$ cat config.mk
export PLATFORM = sky130hd
export DESIGN_NAME = multicycle_control
export DESIGN_NICKNAME = d
export VERILOG_FILES = /design/src/rtl/rv_ctrl_pkg.sv /design/src/rtl/alu_decoder.sv /design/src/rtl/multicycle_control.sv
export SDC_FILE = /design/constraint.sdc
export NUM_CORES = 1
export LEC_CHECK = 0
export ABC_AREA = 1
export BUFFER_PORTS_ARGS = -buffer_cell sky130_fd_sc_hd__buf_2
export CORE_MARGIN = 1.5
export CORE_UTILIZATION = 50
export DETAILED_ROUTE_END_ITERATION = 7
export GPL_TIMING_DRIVEN = 0
export PLACE_DENSITY = 0.9
export RECOVER_POWER = 100
export SLEW_MARGIN = 15
export SYNTH_ARGS = -nofsm -noshare
export SYNTH_HDL_FRONTEND = slang
export SYNTH_SLANG_ARGS = --single-unit
$ cat constraint.sdc
create_clock -name clk -period 1.7 [get_ports clk]
set_input_delay 0.34 -clock clk [delete_from_list [all_inputs] [get_ports clk]]
set_output_delay 0.34 -clock clk [all_outputs]
set_load 0.02 [all_outputs]
$ cat src/rtl/rv_ctrl_pkg.sv
// Shared encodings for the multicycle RV32I controller: opcodes, ALU codes,
// FSM states and datapath mux selects.
package rv_ctrl_pkg;

    localparam logic [6:0] OP_LOAD   = 7'b0000011;
    localparam logic [6:0] OP_STORE  = 7'b0100011;
    localparam logic [6:0] OP_RTYPE  = 7'b0110011;
    localparam logic [6:0] OP_ITYPE  = 7'b0010011;
    localparam logic [6:0] OP_BRANCH = 7'b1100011;
    localparam logic [6:0] OP_JAL    = 7'b1101111;
    localparam logic [6:0] OP_JALR   = 7'b1100111;
    localparam logic [6:0] OP_LUI    = 7'b0110111;
    localparam logic [6:0] OP_AUIPC  = 7'b0010111;

    typedef enum logic [3:0] {
        ALU_ADD  = 4'd0,
        ALU_SUB  = 4'd1,
        ALU_AND  = 4'd2,
        ALU_OR   = 4'd3,
        ALU_XOR  = 4'd4,
        ALU_SLT  = 4'd5,
        ALU_SLTU = 4'd6,
        ALU_SLL  = 4'd7,
        ALU_SRL  = 4'd8,
        ALU_SRA  = 4'd9,
        ALU_NONE = 4'hF
    } alu_ctrl_e;

    typedef enum logic [1:0] {
        ALU_OP_ADD,
        ALU_OP_BRANCH,
        ALU_OP_RTYPE,
        ALU_OP_ITYPE
    } alu_op_e;

    typedef enum logic [3:0] {
        S_FETCH,
        S_DECODE,
        S_MEMADR,
        S_MEMRD,
        S_MEMWR,
        S_MEMWB,
        S_EXECR,
        S_EXECI,
        S_ALUWB,
        S_BRANCH,
        S_JAL,
        S_JALR,
        S_UPPER,
        S_ILLEGAL
    } state_e;

    localparam logic [2:0] IMM_I = 3'd0;
    localparam logic [2:0] IMM_S = 3'd1;
    localparam logic [2:0] IMM_B = 3'd2;
    localparam logic [2:0] IMM_J = 3'd3;
    localparam logic [2:0] IMM_U = 3'd4;

    localparam logic [1:0] SRC_A_PC     = 2'd0;
    localparam logic [1:0] SRC_A_OLD_PC = 2'd1;
    localparam logic [1:0] SRC_A_RS1    = 2'd2;
    localparam logic [1:0] SRC_A_ZERO   = 2'd3;

    localparam logic [1:0] SRC_B_RS2  = 2'd0;
    localparam logic [1:0] SRC_B_IMM  = 2'd1;
    localparam logic [1:0] SRC_B_FOUR = 2'd2;

    localparam logic [1:0] RES_ALU_REG = 2'd0;
    localparam logic [1:0] RES_MEM     = 2'd1;
    localparam logic [1:0] RES_ALU_OUT = 2'd2;

    // BEQ/BGE/BGEU branch on zero; BNE/BLT/BLTU branch on a non-zero compare.
    function automatic logic branch_taken(input logic [2:0] func3, input logic zero);
        return zero ^ (func3[2] ^ func3[0]);
    endfunction

endpackage

$ cat src/rtl/alu_decoder.sv
// Maps the ALU operation class plus func3/func7 onto an ALU control code.
import rv_ctrl_pkg::*;

module alu_decoder #(
    parameter int ALU_CTRL_W = 4
) (
    input  alu_op_e               alu_op,
    input  logic [2:0]            func3,
    input  logic [6:0]            func7,
    output logic [ALU_CTRL_W-1:0] alu_control
);

    alu_ctrl_e code;
    logic      unused_func7;

    assign unused_func7 = ^{func7[6], func7[4:0]};

    // NOTE: every always_comb output gets a default first so no path can infer a latch.
    always_comb begin
        code = ALU_NONE;
        case (alu_op)
            ALU_OP_ADD: code = ALU_ADD;
            ALU_OP_BRANCH: begin
                case (func3)
                    3'b000, 3'b001: code = ALU_SUB;
                    3'b100, 3'b101: code = ALU_SLT;
                    3'b110, 3'b111: code = ALU_SLTU;
                    default:        code = ALU_NONE;
                endcase
            end
            default: begin
                case (func3)
                    // Only R-type honours func7[5] here; ADDI's immediate can set that bit.
                    3'b000:  code = (alu_op == ALU_OP_RTYPE && func7[5]) ? ALU_SUB : ALU_ADD;
                    3'b001:  code = ALU_SLL;
                    3'b010:  code = ALU_SLT;
                    3'b011:  code = ALU_SLTU;
                    3'b100:  code = ALU_XOR;
                    3'b101:  code = func7[5] ? ALU_SRA : ALU_SRL;
                    3'b110:  code = ALU_OR;
                    default: code = ALU_AND;
                endcase
            end
        endcase
    end

    assign alu_control = (code == ALU_NONE) ? '1 : ALU_CTRL_W'(code);

endmodule

$ cat src/rtl/multicycle_control.sv
// Multicycle RV32I control FSM sequencing fetch/decode/execute/memory/writeback
// over one shared memory port, with illegal-opcode and memory-timeout fault.
import rv_ctrl_pkg::*;

module multicycle_control #(
    parameter int ALU_CTRL_W  = 4,
    parameter int MEM_TIMEOUT = 256
) (
    input  logic                  clk,
    input  logic                  rst_n,
    input  logic [6:0]            op_code,
    input  logic [2:0]            func3,
    input  logic [6:0]            func7,
    input  logic                  zero,
    input  logic                  mem_ready,
    output logic                  mem_req,
    output logic                  mem_write,
    output logic                  adr_src,
    output logic                  ir_write,
    output logic                  pc_write,
    output logic                  reg_write,
    output logic [1:0]            alu_src_a,
    output logic [1:0]            alu_src_b,
    output logic [1:0]            result_src,
    output logic [2:0]            imm_type,
    output logic [ALU_CTRL_W-1:0] alu_control,
    output logic                  fault
);

    state_e  state_q, state_d;
    alu_op_e alu_op;
    logic    req_c, write_c, adr_c, ir_c, pc_c, reg_c;
    logic    timeout_hit;
    logic    fault_q;

    generate
        if (MEM_TIMEOUT > 0) begin : g_timeout
            localparam int CNT_W = (MEM_TIMEOUT > 1) ? $clog2(MEM_TIMEOUT) : 1;
            localparam logic [CNT_W-1:0] CNT_LAST = CNT_W'(MEM_TIMEOUT - 1);
            logic [CNT_W-1:0] wait_cnt;

            // Any state change restarts the count, so each mem state begins at zero.
            always_ff @(posedge clk or negedge rst_n) begin
                if (!rst_n)
                    wait_cnt <= '0;
                else if (state_d != state_q)
                    wait_cnt <= '0;
                else if (req_c && !mem_ready)
                    wait_cnt <= wait_cnt + 1'b1;
            end

            assign timeout_hit = (wait_cnt == CNT_LAST);
        end else begin : g_no_timeout
            assign timeout_hit = 1'b0;
        end
    endgenerate

    // NOTE: sequential state uses non-blocking assignments only.
    always_ff @(posedge clk or negedge rst_n) begin
        if (!rst_n) begin
            state_q <= S_FETCH;
            fault_q <= 1'b0;
        end else begin
            state_q <= state_d;
            if (state_d == S_ILLEGAL)
                fault_q <= 1'b1;
        end
    end

    always_comb begin
        state_d    = state_q;
        req_c      = 1'b0;
        write_c    = 1'b0;
        adr_c      = 1'b0;
        ir_c       = 1'b0;
        pc_c       = 1'b0;
        reg_c      = 1'b0;
        alu_src_a  = SRC_A_PC;
        alu_src_b  = SRC_B_FOUR;
        result_src = RES_ALU_OUT;
        imm_type   = IMM_I;
        alu_op     = ALU_OP_ADD;
        case (state_q)
            S_FETCH: begin
                req_c = 1'b1;
                if (mem_ready) begin
                    ir_c    = 1'b1;
                    pc_c    = 1'b1;
                    state_d = S_DECODE;
                end else if (timeout_hit) begin
                    state_d = S_ILLEGAL;
                end
            end
            S_DECODE: begin
                alu_src_a = SRC_A_OLD_PC;
                alu_src_b = SRC_B_IMM;
                imm_type  = (op_code == OP_JAL) ? IMM_J : IMM_B;
                case (op_code)
                    OP_LOAD, OP_STORE: state_d = S_MEMADR;
                    OP_RTYPE:          state_d = S_EXECR;
                    OP_ITYPE:          state_d = S_EXECI;
                    OP_BRANCH:         state_d = S_BRANCH;
                    OP_JAL:            state_d = S_JAL;
                    OP_JALR:           state_d = S_JALR;
                    OP_LUI, OP_AUIPC:  state_d = S_UPPER;
                    default:           state_d = S_ILLEGAL;
                endcase
            end
            S_MEMADR: begin
                alu_src_a = SRC_A_RS1;
                alu_src_b = SRC_B_IMM;
                imm_type  = op_code[5] ? IMM_S : IMM_I;
                state_d   = op_code[5] ? S_MEMWR : S_MEMRD;
            end
            S_MEMRD, S_MEMWR: begin
                req_c   = 1'b1;
                adr_c   = 1'b1;
                write_c = (state_q == S_MEMWR);
                if (mem_ready)
                    state_d = (state_q == S_MEMWR) ? S_FETCH : S_MEMWB;
                else if (timeout_hit)
                    state_d = S_ILLEGAL;
            end
            S_MEMWB: begin
                reg_c      = 1'b1;
                result_src = RES_MEM;
                state_d    = S_FETCH;
            end
            S_EXECR: begin
                alu_src_a = SRC_A_RS1;
                alu_src_b = SRC_B_RS2;
                alu_op    = ALU_OP_RTYPE;
                state_d   = S_ALUWB;
            end
            S_EXECI: begin
                alu_src_a = SRC_A_RS1;
                alu_src_b = SRC_B_IMM;
                alu_op    = ALU_OP_ITYPE;
                state_d   = S_ALUWB;
            end
            S_UPPER: begin
                alu_src_a = (op_code == OP_LUI) ? SRC_A_ZERO : SRC_A_OLD_PC;
                alu_src_b = SRC_B_IMM;
                imm_type  = IMM_U;
                state_d   = S_ALUWB;
            end
            S_ALUWB: begin
                reg_c      = 1'b1;
                result_src = RES_ALU_REG;
                state_d    = S_FETCH;
            end
            S_BRANCH: begin
                alu_src_a  = SRC_A_RS1;
                alu_src_b  = SRC_B_RS2;
                alu_op     = ALU_OP_BRANCH;
                result_src = RES_ALU_REG;
                if (func3 == 3'b010 || func3 == 3'b011) begin
                    state_d = S_ILLEGAL;
                end else begin
                    pc_c    = branch_taken(func3, zero);
                    state_d = S_FETCH;
                end
            end
            S_JAL: begin
                // Target was latched during DECODE; the ALU now forms old PC + 4 for the link.
                pc_c       = 1'b1;
                result_src = RES_ALU_REG;
                alu_src_a  = SRC_A_OLD_PC;
                alu_src_b  = SRC_B_FOUR;
                state_d    = S_ALUWB;
            end
            S_JALR: begin
                pc_c       = 1'b1;
                alu_src_a  = SRC_A_RS1;
                alu_src_b  = SRC_B_IMM;
                result_src = RES_ALU_OUT;
                state_d    = S_ALUWB;
            end
            default: begin
                state_d = S_ILLEGAL;
            end
        endcase
    end

    alu_decoder #(
        .ALU_CTRL_W (ALU_CTRL_W)
    ) u_alu_decoder (
        .alu_op      (alu_op),
        .func3       (func3),
        .func7       (func7),
        .alu_control (alu_control)
    );

    // Strobes are qualified by rst_n so an in-flight request drops the moment reset asserts.
    assign mem_req   = req_c   & rst_n;
    assign mem_write = write_c & rst_n;
    assign adr_src   = adr_c   & rst_n;
    assign ir_write  = ir_c    & rst_n;
    assign pc_write  = pc_c    & rst_n;
    assign reg_write = reg_c   & rst_n;
    assign fault     = fault_q;

endmodule
-- After elaboration in Yosys (flattened, before gate mapping)
Cells that the tools add are included.
- $add $sub $neg: 1
- eq/ne operators: 34
- muxes and demuxes: 32
- bitwise gates (word level): 8
- reductions and logical operators: 23
- operators with widths (operator ; number):
    4-bit one-hot mux with 7 select lines ; 3
    4-bit == test, second input constant ; 7
    7-bit by 6-bit == test with 1-bit output, second input constant ; 3
    7-bit == test, second input constant ; 3
    4-bit two-way mux ; 5
    2-bit OR reduction ; 10
    4-bit by 3-bit == test with 1-bit output, second input constant ; 4
    8-bit two-way mux ; 2
    5-bit OR reduction ; 3
    7-bit by 5-bit == test with 1-bit output, second input constant ; 2
    3-bit == test, second input constant ; 4
    2-bit one-hot mux with 3 select lines ; 2
    4-bit one-hot mux with 3 select lines ; 1
    1-bit two-way mux ; 11
    3-bit one-hot mux with 3 select lines ; 1
    8-bit by 1-bit adder with 8-bit output, second input constant ; 1
    4-bit by 2-bit == test with 1-bit output, second input constant ; 2
    8-bit == test, second input constant ; 1
    2-bit one-hot mux with 2 select lines ; 2
    4-bit one-hot mux with 2 select lines ; 1
    7-bit by 2-bit == test with 1-bit output, second input constant ; 1
    1-bit bitwise AND ; 6
    3-bit by 2-bit == test with 1-bit output, second input constant ; 2
    3-bit two-way mux ; 2
    16 further kinds ; 19
- flip-flop bits (word level): 13
- bits of input ports: 21
- output and inout bits: 20
- word-level logic and storage cells: 101

-- Depth between registers and ports, before layout
Gate-level depths: netlist (run 1).
- depth in word-level cells: 9
- depth in mapped cells: 13
- mapped depth without buffers: 13

-- Modules after synthesis
A second synthesis (run 1) with hierarchy kept.
- cell total of the unflattened synthesis: 219
- area total of the unflattened synthesis: 1382.6 µm²
- by module, submodules not included (module ; times used ; cells each ; area each (µm²) ; sequential area each (µm²)):
    multicycle_control ; 1 ; 188 ; 1238.7 ; 325.3
    alu_decoder ; 1 ; 31 ; 143.9 ; 0.0

-- Least setup slack after synthesis (run 1)
No wires, ideal clock.
- path kind: register to output
- start point: reg state_q[0]
- end point: out alu_src_a[1]
- data arrival time: 1.518 ns
- required time: 1.360 ns
- slack: -0.158 ns
- cell stages (with the launch flop): 6
- path buffers: 0
- cell sequence: dfrtp_1 -> nor2_2 -> inv_1 -> nor2_1 -> nand2_1 -> o21bai_1
- word-level cells in the longest chain between the ends: 3
- elaborated cells on any way between the ends: 11
- those cells by class: eq/ne: 8; mux: 1; reduce/logical: 2
- RTL lines (element ; RTL line ; text):
    start: declaration ; multicycle_control.sv:30 ; state_e state_q, state_d;
    start signal: assignment ; multicycle_control.sv:64 ; state_q <= state_d;
    4-bit == test, or another cell as far along ; multicycle_control.sv:83 ; case (state_q)
    5-bit OR reduction (no source line) / 2-bit OR reduction (equally long branches) ; n/a ;
    2-bit one-hot mux with 3 select lines * ; multicycle_control.sv:83 ;
    end: declaration ; multicycle_control.sv:22 ; output logic [1:0] alu_src_a,
Mark *: on every way between the ends. The rest lies on a longest branch, timed or not.

-- Final worst setup path (run 1)
- start point: reg state_q[0]
- end point: reg g_timeout.wait_cnt[2]
- word-level cells in the longest chain between the ends: 6
- elaborated cells on any way between the ends: 27
- those cells by class: eq/ne: 13; mux: 7; reduce/logical: 7
- RTL lines (element ; RTL line ; text):
    4-bit by 3-bit == test with 1-bit output ; multicycle_control.sv:83, multicycle_control.sv:120 ;
    3-bit two-way mux ; multicycle_control.sv:120 ; state_d = (state_q == S_MEMWR) ? S_FETCH : S_MEMWB;
    4-bit two-way mux ; multicycle_control.sv:119 ; if (mem_ready)
    4-bit one-hot mux with 7 select lines ; multicycle_control.sv:83 ;
    4-bit != test ; multicycle_control.sv:46 ; else if (state_d != state_q)
    8-bit two-way mux / 2-bit nonzero test (equally long branches) ; n/a ;
    end signal: assignment ; multicycle_control.sv:49 ; wait_cnt <= wait_cnt + 1'b1;
    end: declaration ; multicycle_control.sv:40 ; logic [CNT_W-1:0] wait_cnt;
Parallel ways exist; a longest one is shown, timed or not.
A chain may end at the register's enable or synchronous reset.

==> qor.csv, run 1 <==
stage,metric,value,unit
run_status,status,finished with violations,
run_status,violations,setup timing,
sta,skew,0.00626,ns
grt,met3_usage,5.46,%
routing,drc_errors,0,
yosys,async_flop_share,100,%
clock_network,clkTransAtPathRegs,0.08,ns
sta,worst_pin_slew,0.630,ns
yosys,syn-num-nets,223,
worst_setup_path,crit_slowest_cell,dfrtp_2,
worst_setup_path,critical_path_buf_inv_count,2,
sta,period_needed,2.07,ns
place,io_buffers,34,
yosys,yosys_register_bits,13,
floorplanning,initial_core_util,53.6,%
layout,area_growth,59.8,%
routing,drt_wl_total,6.01,mm
routing,firstDrtPassIters,5,
yosys,synth.cell_area,1210,um2
clock_network,cts_tree,done,
worst_setup_path,cpLargestDelayFamily,simple AND/OR/NAND/NOR gates,
grt,grt_overflow,0,
pwr,power_leakage,0.967,nW
worst_setup_path,arrival,2.27,ns
layout,final_nets,284,
floorplanning,die_h,52.1,um
worst_setup_path,rr_startpoint,state_q[0],
yosys,synthTopCellsByCount,"nand2_1 (51), nor2_1 (34), inv_1 (29), nand3_1 (20), dfrtp_1 (13)",
sta,post-route-period-util,122,%
grt,grt_pass1_wl,6.51,mm
grt,grt_pass1_vias,1446,
sta,hold_violations,0,
worst_setup_path,reg2reg_slack,-0.37,ns
pwr,p_switching,1.76,mW
grt,grt_max_degree,14,
job,drv_cap,0,
grt,grtUsageMet1,37.7,%
place,place_ws,-0.102,ns
yosys,synth_area_leaders,"dfrtp_1 (27%), nand2_1 (16%), nor2_1 (11%)",
place,dp.cells,263,
worst_setup_path,cp-end-kind,flop,
pwr,clkPwrFrac,5.9,%
pwr,total_power,3.16,mW
sta,holdWs,0.480,ns
clock_network,clk_latency,0.28,ns
routing,drt_iter0_drc,185,
place,dp_hpwl,2.17,mm
floorplanning,top_level_ports,41,
yosys,yosysTopAreaCellShare,26.9,%
routing,vias,1910,
sta,setup_violations,28,
clock_network,cts_root_buffer,clkbuf_4,
worst_setup_path,crit_path_start_kind,flop,
yosys,syn_area_per_cell,6.01,um2
layout,drive_gt1_share,46.4,%
routing,via_per_inst,6.61,
worst_setup_path,crit_required,1.90,ns
yosys,synthCells,201,
worst_setup_path,reg2reg_to,g_timeout.wait_cnt[2],
worst_setup_path,path_class,flop to flop,
grt,grt_use_total,31.8,%
floorplanning,core,2250,um2
yosys,yosysMostFrequentCell,nand2_1,
yosys,ys.warnings.count,0,
yosys,synth.distinct_cells,27,
clock_network,cts_buffers,3,
grt,met2_usage,56.8,%
layout,diodes,0,
layout,fin_cells,289,
floorplanning,die_w,52.1,um
pwr,internal_power,1.40,mW
worst_setup_path,critPathMaxFanout,8,
layout,stdcell_area,1930,um2
worst_setup_path,cpPeakStageDelay,0.48,ns
sta,slew_headroom,57.8,%
yosys,ys_seq_area_share,26.9,%
grt,antenna_found_initial,0,
worst_hold_path,min_to,fault,
clock_network,cts_htree_levels,1,
worst_hold_path,hold_class,flop to flop,
layout,utilization,85.6,%
clock_network,cts_sinks,13,
routing,antenna_left,0,
pwr,p_comb_share,78.5,%
place,dpl-instance-area,1420,um2
sta,rsz0062_at_grt,yes,
worst_setup_path,crit_chain,buf_6 -> nand2_4 -> nor2_4 -> buf_4 -> a21oi_1 -> nand4_1 -> nand2_1 -> nand2_1 -> nor2_2 -> nand2_4 -> nor2_1,
worst_hold_path,min_from,fault,
worst_setup_path,reg2reg_depth,11,
worst_hold_path,whs_path_depth,1,
sta,setup-tns-final,-6.45,ns
yosys,synth_edf_count,0,
pwr,p_per_area,1640,nW/um2
yosys,yosysTopAreaCell,dfrtp_1,
pwr,irDropWorstVdd,0.00125,V
pwr,power_frac_seq,15.6,%
routing,wl_per_cell,20.8,um
sta,final_max_slew_viol_count,0,
pwr,p_sw_share,55.8,%
clock_network,cts_max_path_buffers,2,
sta,fmax,483,MHz
place,place_congestion,0.875,
sta,fin_ws,-0.371,ns
yosys,synth_ff_type,dfrtp_1,
floorplanning,die_area,2720,um2
floorplanning,num_rows,17,
grt,gr-max-usage-layer,met2,
layout,nFillCells,102,
## power groups by stage
stage	clock (mW)	combinational (mW)	sequential (mW)
2_1_floorplan	0	1.00	0.433
3_3_place_gp	0	1.32	0.438
4_1_cts	0.194	1.87	0.467
3_5_place_dp	0	1.33	0.438
5_1_grt	0.207	2.57	0.490
6_report	0.188	2.48	0.492
## metal layers
metal,wire [um],up-vias
li1,-,767
met1,2090,839
met2,2610,227
met3,815,77
met4,495,0
met5,0,-
## repair_timing
| item | 4_1_cts | 5_1_grt |
|---|---|---|
| pin swaps | 11 | 15 |
| hold buffers | 1 | 0 |
| buffers inserted | 15 | 8 |
| endpoints found under the setup margin | 27 | 28 |
| endpoints found under the hold margin | 13 | 0 |
| cloned | 0 | 0 |
| resized for setup | 55 | 52 |
## cell usage in the layout (no fill, tap or decap), types with 2 or more instances in the layout
cell,synthesis,final
a21oi_1,8,5
nor3_1,4,4
inv_2,3,7
clkbuf_1,0,2
inv_1,29,20
xor2_1,5,5
nand3_1,20,19
a21oi_2,1,4
buf_6,0,8
nor2_4,0,11
inv_4,0,5
nor2_1,34,21
nand2_1,51,34
nand2_2,3,13
o21ai_0,8,4
nor2_2,4,6
o22ai_1,3,3
clkbuf_4,0,3
dfrtp_2,0,4
o21ai_1,0,4
nand2_4,1,7
dfrtp_1,13,9
xnor2_1,3,3
buf_4,0,30
buf_2,0,14
## layout make-up
class,instances,area (um2),share of cell area (%)
Tap cell,28,35.0,1.82
Sequential cell,13,330,17.1
Timing Repair Buffer,56,418,21.7
Clock buffer,3,22.5,1.17
Clock inverter,1,5.00,0.259
Inverter,32,133,6.87
Multi-Input combinational cell,156,986,51.1
## how the worst max path moves through the flow
stage                     startpoint                    end  cells past startpoint
final                     state_q[0]  g_timeout.wait_cnt[2]                     11
after global routing      state_q[3]  g_timeout.wait_cnt[2]                     10
after CTS                 state_q[2]         alu_control[2]                      7
after detailed placement  state_q[3]  g_timeout.wait_cnt[5]                     11
after global placement    state_q[1]               pc_write                      8
after floorplan           state_q[2]              reg_write                      6
## sequential cells by signal (all words and copies together), names as in the netlist
signal	flops
state_q	4
g_timeout.wait_cnt	8
fault	1
## kinds of logic (layout without fill, tap and decap cells)
family | count (synthesis) | in the layout | synth area share [%]
buffers and inverters | 32 | 92 | 9.95
DFF | 13 | 13 | 26.9
adders and majority gates | 1 | 1 | 1.04
xor gates and xnor gates | 8 | 8 | 5.80
AOI/OAI and AO/OA | 27 | 27 | 13.4
and+or+nand+nor | 120 | 120 | 42.9
(Power assumes the default switching activity.)
==> run 2: changes to the inputs <==
--- a/config.mk
+++ b/config.mk
@@ -8,10 +8,10 @@
 export ABC_AREA = 1
 export BUFFER_PORTS_ARGS = -buffer_cell sky130_fd_sc_hd__buf_2
 export CORE_MARGIN = 1.5
-export CORE_UTILIZATION = 50
+export CORE_UTILIZATION = 45
 export DETAILED_ROUTE_END_ITERATION = 7
 export GPL_TIMING_DRIVEN = 0
-export PLACE_DENSITY = 0.9
+export PLACE_DENSITY = 0.86
 export RECOVER_POWER = 100
 export SLEW_MARGIN = 15
 export SYNTH_ARGS = -nofsm -noshare
==> constraint.sdc (replaced) <==
create_clock -name clk -period 1.84 [get_ports clk]
set_input_delay 0.368 -clock clk [delete_from_list [all_inputs] [get_ports clk]]
set_output_delay 0.368 -clock clk [all_outputs]
set_load 0.02 [all_outputs]
==> qor.csv, run 2 (synthesis gave the netlist of run 1 again) <==
stage,metric,value,unit,change
run_status,status,finished with violations,,
run_status,violations,setup timing,,
routing,vias,1653,,-13%
worst_setup_path,path_class,flop to primary output,,
routing,firstDrtPassIters,5,,unchanged
floorplanning,die_h,54.8,um,+5.1%
layout,stdcell_area,1870,um2,-3.2%
routing,wl_per_cell,15.1,um,-28%
sta,post-route-period-util,112,%,
pwr,power_leakage,0.972,nW,+0.59%
layout,drive_gt1_share,43.6,%,-2.7 points
routing,drc_errors,0,,unchanged
place,place_congestion,0.883,,+0.86%
sta,skew,0.00314,ns,-0.00312 ns
pwr,irDropWorstVdd,0.00109,V,-13%
job,drv_cap,0,,unchanged
worst_setup_path,reg2reg_depth,13,,+2
worst_setup_path,critPathMaxFanout,4,,-4
worst_setup_path,cp-end-kind,primary output,,
layout,largest_reg_flops,8,,unchanged
routing,drt_iter0_drc,86,,-54%
place,dpl-instance-area,1420,um2,-0.26%
layout,fin_cells,289,,unchanged
floorplanning,die_w,54.8,um,+5.1%
routing,drt_wl_total,4.36,mm,-28%
grt,grt_use_total,23.1,%,-8.7 points
routing,via_per_inst,5.72,,-13%
sta,setup_violations,22,,-21%
worst_hold_path,min_from,fault,,
clock_network,clk_latency,0.28,ns,about the same
worst_setup_path,reg2reg_to,g_timeout.wait_cnt[4],,
place,dp_hpwl,2.27,mm,+4.5%
pwr,p_per_area,1420,nW/um2,-13%
grt,grt_overflow,0,,unchanged
worst_setup_path,crit_chain,nor2_4 -> inv_2 -> nor2_4 -> inv_1 -> o221ai_1 -> o21bai_1 -> buf_4,,
layout,mostFrequentLayoutCells,"nand2_1 (37), buf_4 (25), inv_1 (22), nor2_1 (21)",,
sta,fin_ws,-0.228,ns,+0.144 ns
clock_network,cts_max_path_buffers,2,,unchanged
grt,grt_pass1_wl,5.15,mm,-21%
worst_setup_path,critical_path.startpoint,state_q[3],,
grt,antenna_found_initial,0,,unchanged
worst_setup_path,crit_top_cell,nor2_4,,
clock_network,cts_tree,done,,
layout,largest_register,g_timeout.wait_cnt,,
routing,antenna_left,0,,unchanged
grt,grt_pass1_vias,1304,,-9.8%
sta,slew_headroom,61.4,%,+3.5 points
layout,area_growth,54.6,%,
floorplanning,initial_core_util,48.3,%,-5.3 points
worst_setup_path,crit_required,1.47,ns,-0.43 ns
clock_network,clkTransAtPathRegs,0.08,ns,about the same
sta,period_needed,2.07,ns,
worst_setup_path,crit_slowest_cell,dfrtp_2,,
layout,diodes,0,,unchanged
place,dp.cells,265,,+0.76%
floorplanning,core,2500,um2,+11%
place,io_buffers,34,,unchanged
floorplanning,num_rows,18,,+1
sta,final_max_slew_viol_count,0,,unchanged
floorplanning,top_level_ports,41,,unchanged
worst_setup_path,rr_startpoint,state_q[1],,
sta,hold_violations,0,,unchanged
sta,fmax,484,MHz,
clock_network,cts_buffers,3,,unchanged
sta,setup-tns-final,-1.78,ns,+4.67 ns
clock_network,cts_sinks,13,,unchanged
layout,final_nets,282,,-0.70%
worst_setup_path,cpPeakStageDelay,0.47,ns,about the same
worst_setup_path,reg2reg_slack,-0.07,ns,+0.30 ns
grt,grt_max_degree,14,,unchanged
clock_network,cts_root_buffer,clkbuf_4,,
worst_hold_path,hold_class,flop to flop,,
worst_setup_path,crit_path_start_kind,flop,,
sta,rsz0062_at_grt,yes,,
worst_setup_path,cp-endpoint,alu_src_a[1],,
floorplanning,die_area,3000,um2,+10%
sta,worst_pin_slew,0.577,ns,-0.0529 ns
clock_network,cts_htree_levels,1,,unchanged
worst_setup_path,arrival,1.70,ns,-0.57 ns
layout,layout_commonest_cell,nand2_1,,
## run 2: cell count changes in the layout (fill, tap and decap cells not counted), moves of 3 or more
cell / delta
buf_2: +5
buf_4: -5
inv_4: -3
nand2_1: +3
nand2_2: -5
nor2_2: +4
nor2_4: -4
o21ai_1: -3
## run 2: area by class of cell
type	count	area (um2)
Sequential cell	13	330
Multi-Input combinational cell	156	958
Timing Repair Buffer	54	388
Tap cell	30	37.5
Clock inverter	1	5.00
Inverter	32	125
Clock buffer	3	22.5
Fill cell	153	633
## run 2: per-stage QoR
stage                     setup slack (ns)  utilization [%]  hold WS [ns]  power [mW]
after floorplan                     0.0922                -        0.0724        1.32
after global placement              0.0534             56.7         0.277        1.62
after detailed placement            0.0495             56.7         0.279        1.65
after CTS                           -0.104             64.0         0.480        2.08
after global routing                -0.256             74.7         0.507        2.81
final                               -0.228             74.7         0.481        2.66
## run 2: what timing repair did
| item | CTS | global route |
|---|---|---|
| pin swaps | 6 | 18 |
| endpoints found under the hold margin | 13 | 0 |
| setup buffers | 11 | 8 |
| hold buffers | 1 | 0 |
| setup endpoints to repair | 14 | 24 |
| resized for setup | 24 | 62 |
## run 2: layer usage
| metal | vias to the layer above | part of all wire (%) | global-route usage, % |
|---|---|---|---|
| met1 | 755 | 39 | 26.4 |
| met3 | 24 | 8.7 | 4.92 |
| met4 | 0 | 3.4 | 9.17 |
| met5 | - | 0 | 0 |
| met2 | 115 | 49 | 41.3 |
| li1 | 759 | - | - |
## run 2: power by group
part           switching, mW  internal [mW]
sequential            0.0980          0.342
clock                  0.100         0.0808
combinational           1.24          0.800
## run 2: worst min-delay path by stage
stage / to / slack (ns) / cells after the start
final: fault / 0.48 / 1
after global routing: fault / 0.51 / 1
after CTS: fault / 0.48 / 1
after detailed placement: g_timeout.wait_cnt[4] / 0.28 / 1
after global placement: g_timeout.wait_cnt[4] / 0.28 / 1
after floorplan: fault / 0.07 / 0
## run 2: worst max-delay path: cells and delay by family (launching register included)
family	cells	cell delay [ns]
DFF	1	0.47
and+or+nand+nor	2	0.33
AOI/OAI and AO/OA	2	0.27
buffers and inverters	3	0.34
==> run 3: changes to the inputs <==
--- a/config.mk
+++ b/config.mk
@@ -5,13 +5,15 @@
 export SDC_FILE = /design/constraint.sdc
 export NUM_CORES = 1
 export LEC_CHECK = 0
-export ABC_AREA = 1
+export ABC_AREA = 0
 export BUFFER_PORTS_ARGS = -buffer_cell sky130_fd_sc_hd__buf_2
+export CELL_PAD_IN_SITES_DETAIL_PLACEMENT = 1
+export CELL_PAD_IN_SITES_GLOBAL_PLACEMENT = 1
 export CORE_MARGIN = 1.5
-export CORE_UTILIZATION = 45
+export CORE_UTILIZATION = 33
 export DETAILED_ROUTE_END_ITERATION = 7
 export GPL_TIMING_DRIVEN = 0
-export PLACE_DENSITY = 0.86
+export PLACE_DENSITY = 0.85
 export RECOVER_POWER = 100
 export SLEW_MARGIN = 15
 export SYNTH_ARGS = -nofsm -noshare
==> qor.csv, run 3 <==
stage,metric,value,unit,change
layout,final_nets,284,,+0.71%
sta,hold_violations,0,,unchanged
yosys,synth_top_family_by_area,simple AND/OR/NAND/NOR gates,,
yosys,ys.warnings.count,0,,unchanged
worst_setup_path,crit_chain,buf_8 -> buf_4 -> nand2_2 -> a21oi_2 -> a21oi_1 -> nor2_1 -> a21oi_1 -> buf_4,,
yosys,ys_seq_area_share,23.4,%,-3.5 points
routing,antenna_left,0,,unchanged
layout,diodes,0,,unchanged
worst_setup_path,rr_startpoint,state_q[1],,
yosys,yosys.area_share.xor_xnor,6.31,%,+0.51 points
layout,largest_register,g_timeout.wait_cnt,,
yosys,synth_compound_area_share,24.6,%,+11 points
layout,nFillCells,451,,+190%
yosys,synth_ff_type,dfrtp_1,,
worst_setup_path,path_class,flop to primary output,,
grt,grt_use_total,31.8,%,+8.6 points
yosys,syn_area_per_cell,7.75,um2,+29%
worst_setup_path,crit_slowest_cell,dfrtp_2,,
yosys,async_flop_share,100,%,unchanged
layout,mostFrequentLayoutCells,"buf_4 (42), buf_6 (22), buf_2 (12), dfrtp_1 (11), nor2_1 (10)",,
yosys,muxShareOfSynthArea,2.25,%,+2.3 points
grt,grt_pass1_vias,2002,,+54%
worst_setup_path,arrival,1.91,ns,+0.21 ns
run_status,status,finished with violations,,
worst_setup_path,crit_required,1.47,ns,about the same
worst_setup_path,critPathMaxFanout,5,,+1
floorplanning,num_rows,23,,+5
yosys,yosysTopAreaCell,dfrtp_1,,
grt,grt_pass1_wl,10.7,mm,+110%
floorplanning,core,4030,um2,+61%
place,io_buffers,31,,-8.8%
place,place_congestion,0.863,,-2.3%
grt,grt_overflow,0,,unchanged
yosys,synthCells,179,,-11%
run_status,violations,setup timing,,
yosys,synth_edf_count,0,,unchanged
worst_setup_path,cp-end-kind,primary output,,
routing,via_per_inst,6.84,,+20%
sta,fmax,440,MHz,-9.0%
job,drv_cap,0,,unchanged
sta,post-route-period-util,124,%,+11 points
clock_network,cts_root_buffer,clkbuf_8,,
yosys,synth-simple-area-share,35.3,%,-7.6 points
layout,fin_cells,311,,+7.6%
pwr,p_per_area,1630,nW/um2,+15%
clock_network,clkTransAtPathRegs,0.06,ns,-0.02 ns
yosys,synth.cell_area,1390,um2,+15%
clock_network,cts_tree,done,,
sta,worst_pin_slew,1.00,ns,+0.423 ns
floorplanning,top_level_ports,41,,unchanged
layout,largest_reg_flops,8,,unchanged
yosys,synth.distinct_cells,55,,+100%
sta,fin_ws,-0.433,ns,-0.206 ns
yosys,synth_area_leaders,"dfrtp_1 (23%), a21oi_1 (5.8%), xor2_1 (5.0%)",,
sta,setup_violations,31,,+41%
layout,drive_gt1_share,59.0,%,+15 points
yosys,synthTopCellsByCount,"nor2_1 (17), a21oi_1 (16), dfrtp_1 (13), nand2_1 (12)",,
worst_hold_path,hold_class,input pin to asynchronous set/reset pin,,
worst_setup_path,reg2reg_to,g_timeout.wait_cnt[3],,
floorplanning,die_area,4600,um2,+53%
worst_setup_path,cpPeakStageDelay,0.45,ns,-0.02 ns
clock_network,cts_sinks,13,,unchanged
routing,vias,2127,,+29%
pwr,irDropWorstVdd,0.00113,V,+3.9%
floorplanning,die_w,67.8,um,+24%
yosys,syn-num-nets,201,,-9.9%
yosys,yosys_register_bits,13,,unchanged
yosys,yosysTopAreaCellShare,23.4,%,-3.5 points
sta,skew,0.00577,ns,+0.00263 ns
routing,wl_per_cell,29.2,um,+94%
yosys,yosysMostFrequentCell,nor2_1,,
sta,slew_headroom,33.3,%,-28 points
grt,antenna_found_initial,0,,unchanged
layout,layout_commonest_cell,buf_4,,
layout,area_growth,88.4,%,
routing,drt_iter0_drc,219,,+150%
worst_setup_path,reg2reg_slack,-0.36,ns,-0.29 ns
routing,drt_wl_total,9.08,mm,+110%
layout,utilization,64.9,%,-9.8 points
sta,rsz0062_at_grt,yes,,
place,place_ws,-0.339,ns,-0.389 ns
clock_network,cts_max_path_buffers,2,,unchanged
sta,final_max_slew_viol_count,0,,unchanged
sta,period_needed,2.27,ns,+0.206 ns
routing,firstDrtPassIters,5,,unchanged
place,dp.cells,260,,-1.9%
floorplanning,die_h,67.8,um,+24%
grt,grt_max_degree,19,,+5
worst_setup_path,reg2reg_depth,9,,-4
routing,drc_errors,0,,unchanged
worst_setup_path,crit_path_start_kind,flop,,
yosys,synthAdderAreaFrac,0.902,%,-0.13 points
place,dp_hpwl,3.22,mm,+42%
clock_network,cts_buffers,3,,unchanged
floorplanning,initial_core_util,34.4,%,-14 points
clock_network,cts_htree_levels,1,,unchanged
clock_network,clk_latency,0.25,ns,-0.03 ns
pwr,power_leakage,1.12,nW,+15%
==> run 3: cell count changes in the layout (fill, tap and decap cells not counted), moves of 7 or more <==
cell | before | now
inv_1 | 22 | 4
nor2_2 | 10 | 3
buf_4 | 25 | 42
buf_2 | 19 | 12
nand2_4 | 9 | 1
inv_2 | 8 | 0
nor2_1 | 21 | 10
nand2_1 | 37 | 7
nand3_1 | 19 | 3
buf_6 | 6 | 22
==> run 3: metal layers <==
| layer | up-vias | track usage (%) | share of wire, % |
|---|---|---|---|
| met5 | - | 0 | 0 |
| met4 | 0 | 15.8 | 6.6 |
| met3 | 60 | 4.44 | 7.3 |
| met2 | 156 | 58.6 | 48 |
| met1 | 1075 | 35.5 | 38 |
| li1 | 836 | - | - |
==> run 3: metrics by stage <==
stage                     TNS [ns]  total power, mW  hold WS (ns)  instance area [um2]
after global placement       -4.16             2.01         0.307                 1640
after floorplan            -0.0712             1.59        0.0724                 1420
after global routing         -8.69             4.38         0.309                 2610
after detailed placement     -5.14             2.04         0.308                 1640
after CTS                    -2.31             3.37        0.0459                 2350
final                        -7.72             4.27         0.263                 2610
==> run 3: logic make-up after synthesis <==
kind of cell	count (synthesis)
multiplexers	3
adder cells (fa/ha/maj)	1
XOR/XNOR	10
AO/OA/AOI/OAI	50
AND/OR/NAND/NOR	83
buffers and inverters	19
flip-flops	13
==> run 3: repair_timing <==
item                       CTS  global route
setup endpoints to repair   28            31
resized for setup           92            45
pin swaps                   25            14
setup buffers               36            13
hold buffers                 0             0
==> run 3: cell type report <==
type | count | area, um2 | area share [%]
sequential | 13 | 328 | 12.5
tap | 50 | 62.6 | 2.39
inverter | 5 | 26.3 | 1.01
clock buffer | 4 | 45.0 | 1.72
multi-input combinational | 147 | 1290 | 49.3
buffer | 12 | 180 | 6.89
timing repair buffer | 80 | 683 | 26.1
==> run 3: power by group <==
part	leakage (nW)	switching, mW	internal [mW]	total [mW]
Clock	0.0228	0.113	0.153	0.267
Combinational	0.924	1.98	1.63	3.61
Sequential	0.169	0.0510	0.339	0.390
Total	1.12	2.14	2.12	4.27
==> run 3: how the worst max path moves through the flow <==
stage / start / end / slack, ns / cells after the start
2_1_floorplan: state_q[3] / result_src[1] / -0.05 / 5
3_3_place_gp: state_q[1] / alu_control[3] / -0.32 / 7
3_5_place_dp: state_q[1] / alu_control[3] / -0.34 / 7
4_1_cts: state_q[1] / alu_control[0] / -0.19 / 8
5_1_grt: rst_n / adr_src / -0.45 / 4
6_report: state_q[1] / alu_src_b[0] / -0.43 / 8
==> run 3: critical path: cells and delay by family, from the launching register on <==
kind	cells	cell delay (ns)
flip-flops	1	0.45
AO/OA/AOI/OAI	3	0.51
buffers and inverters	3	0.49
AND/OR/NAND/NOR	2	0.21
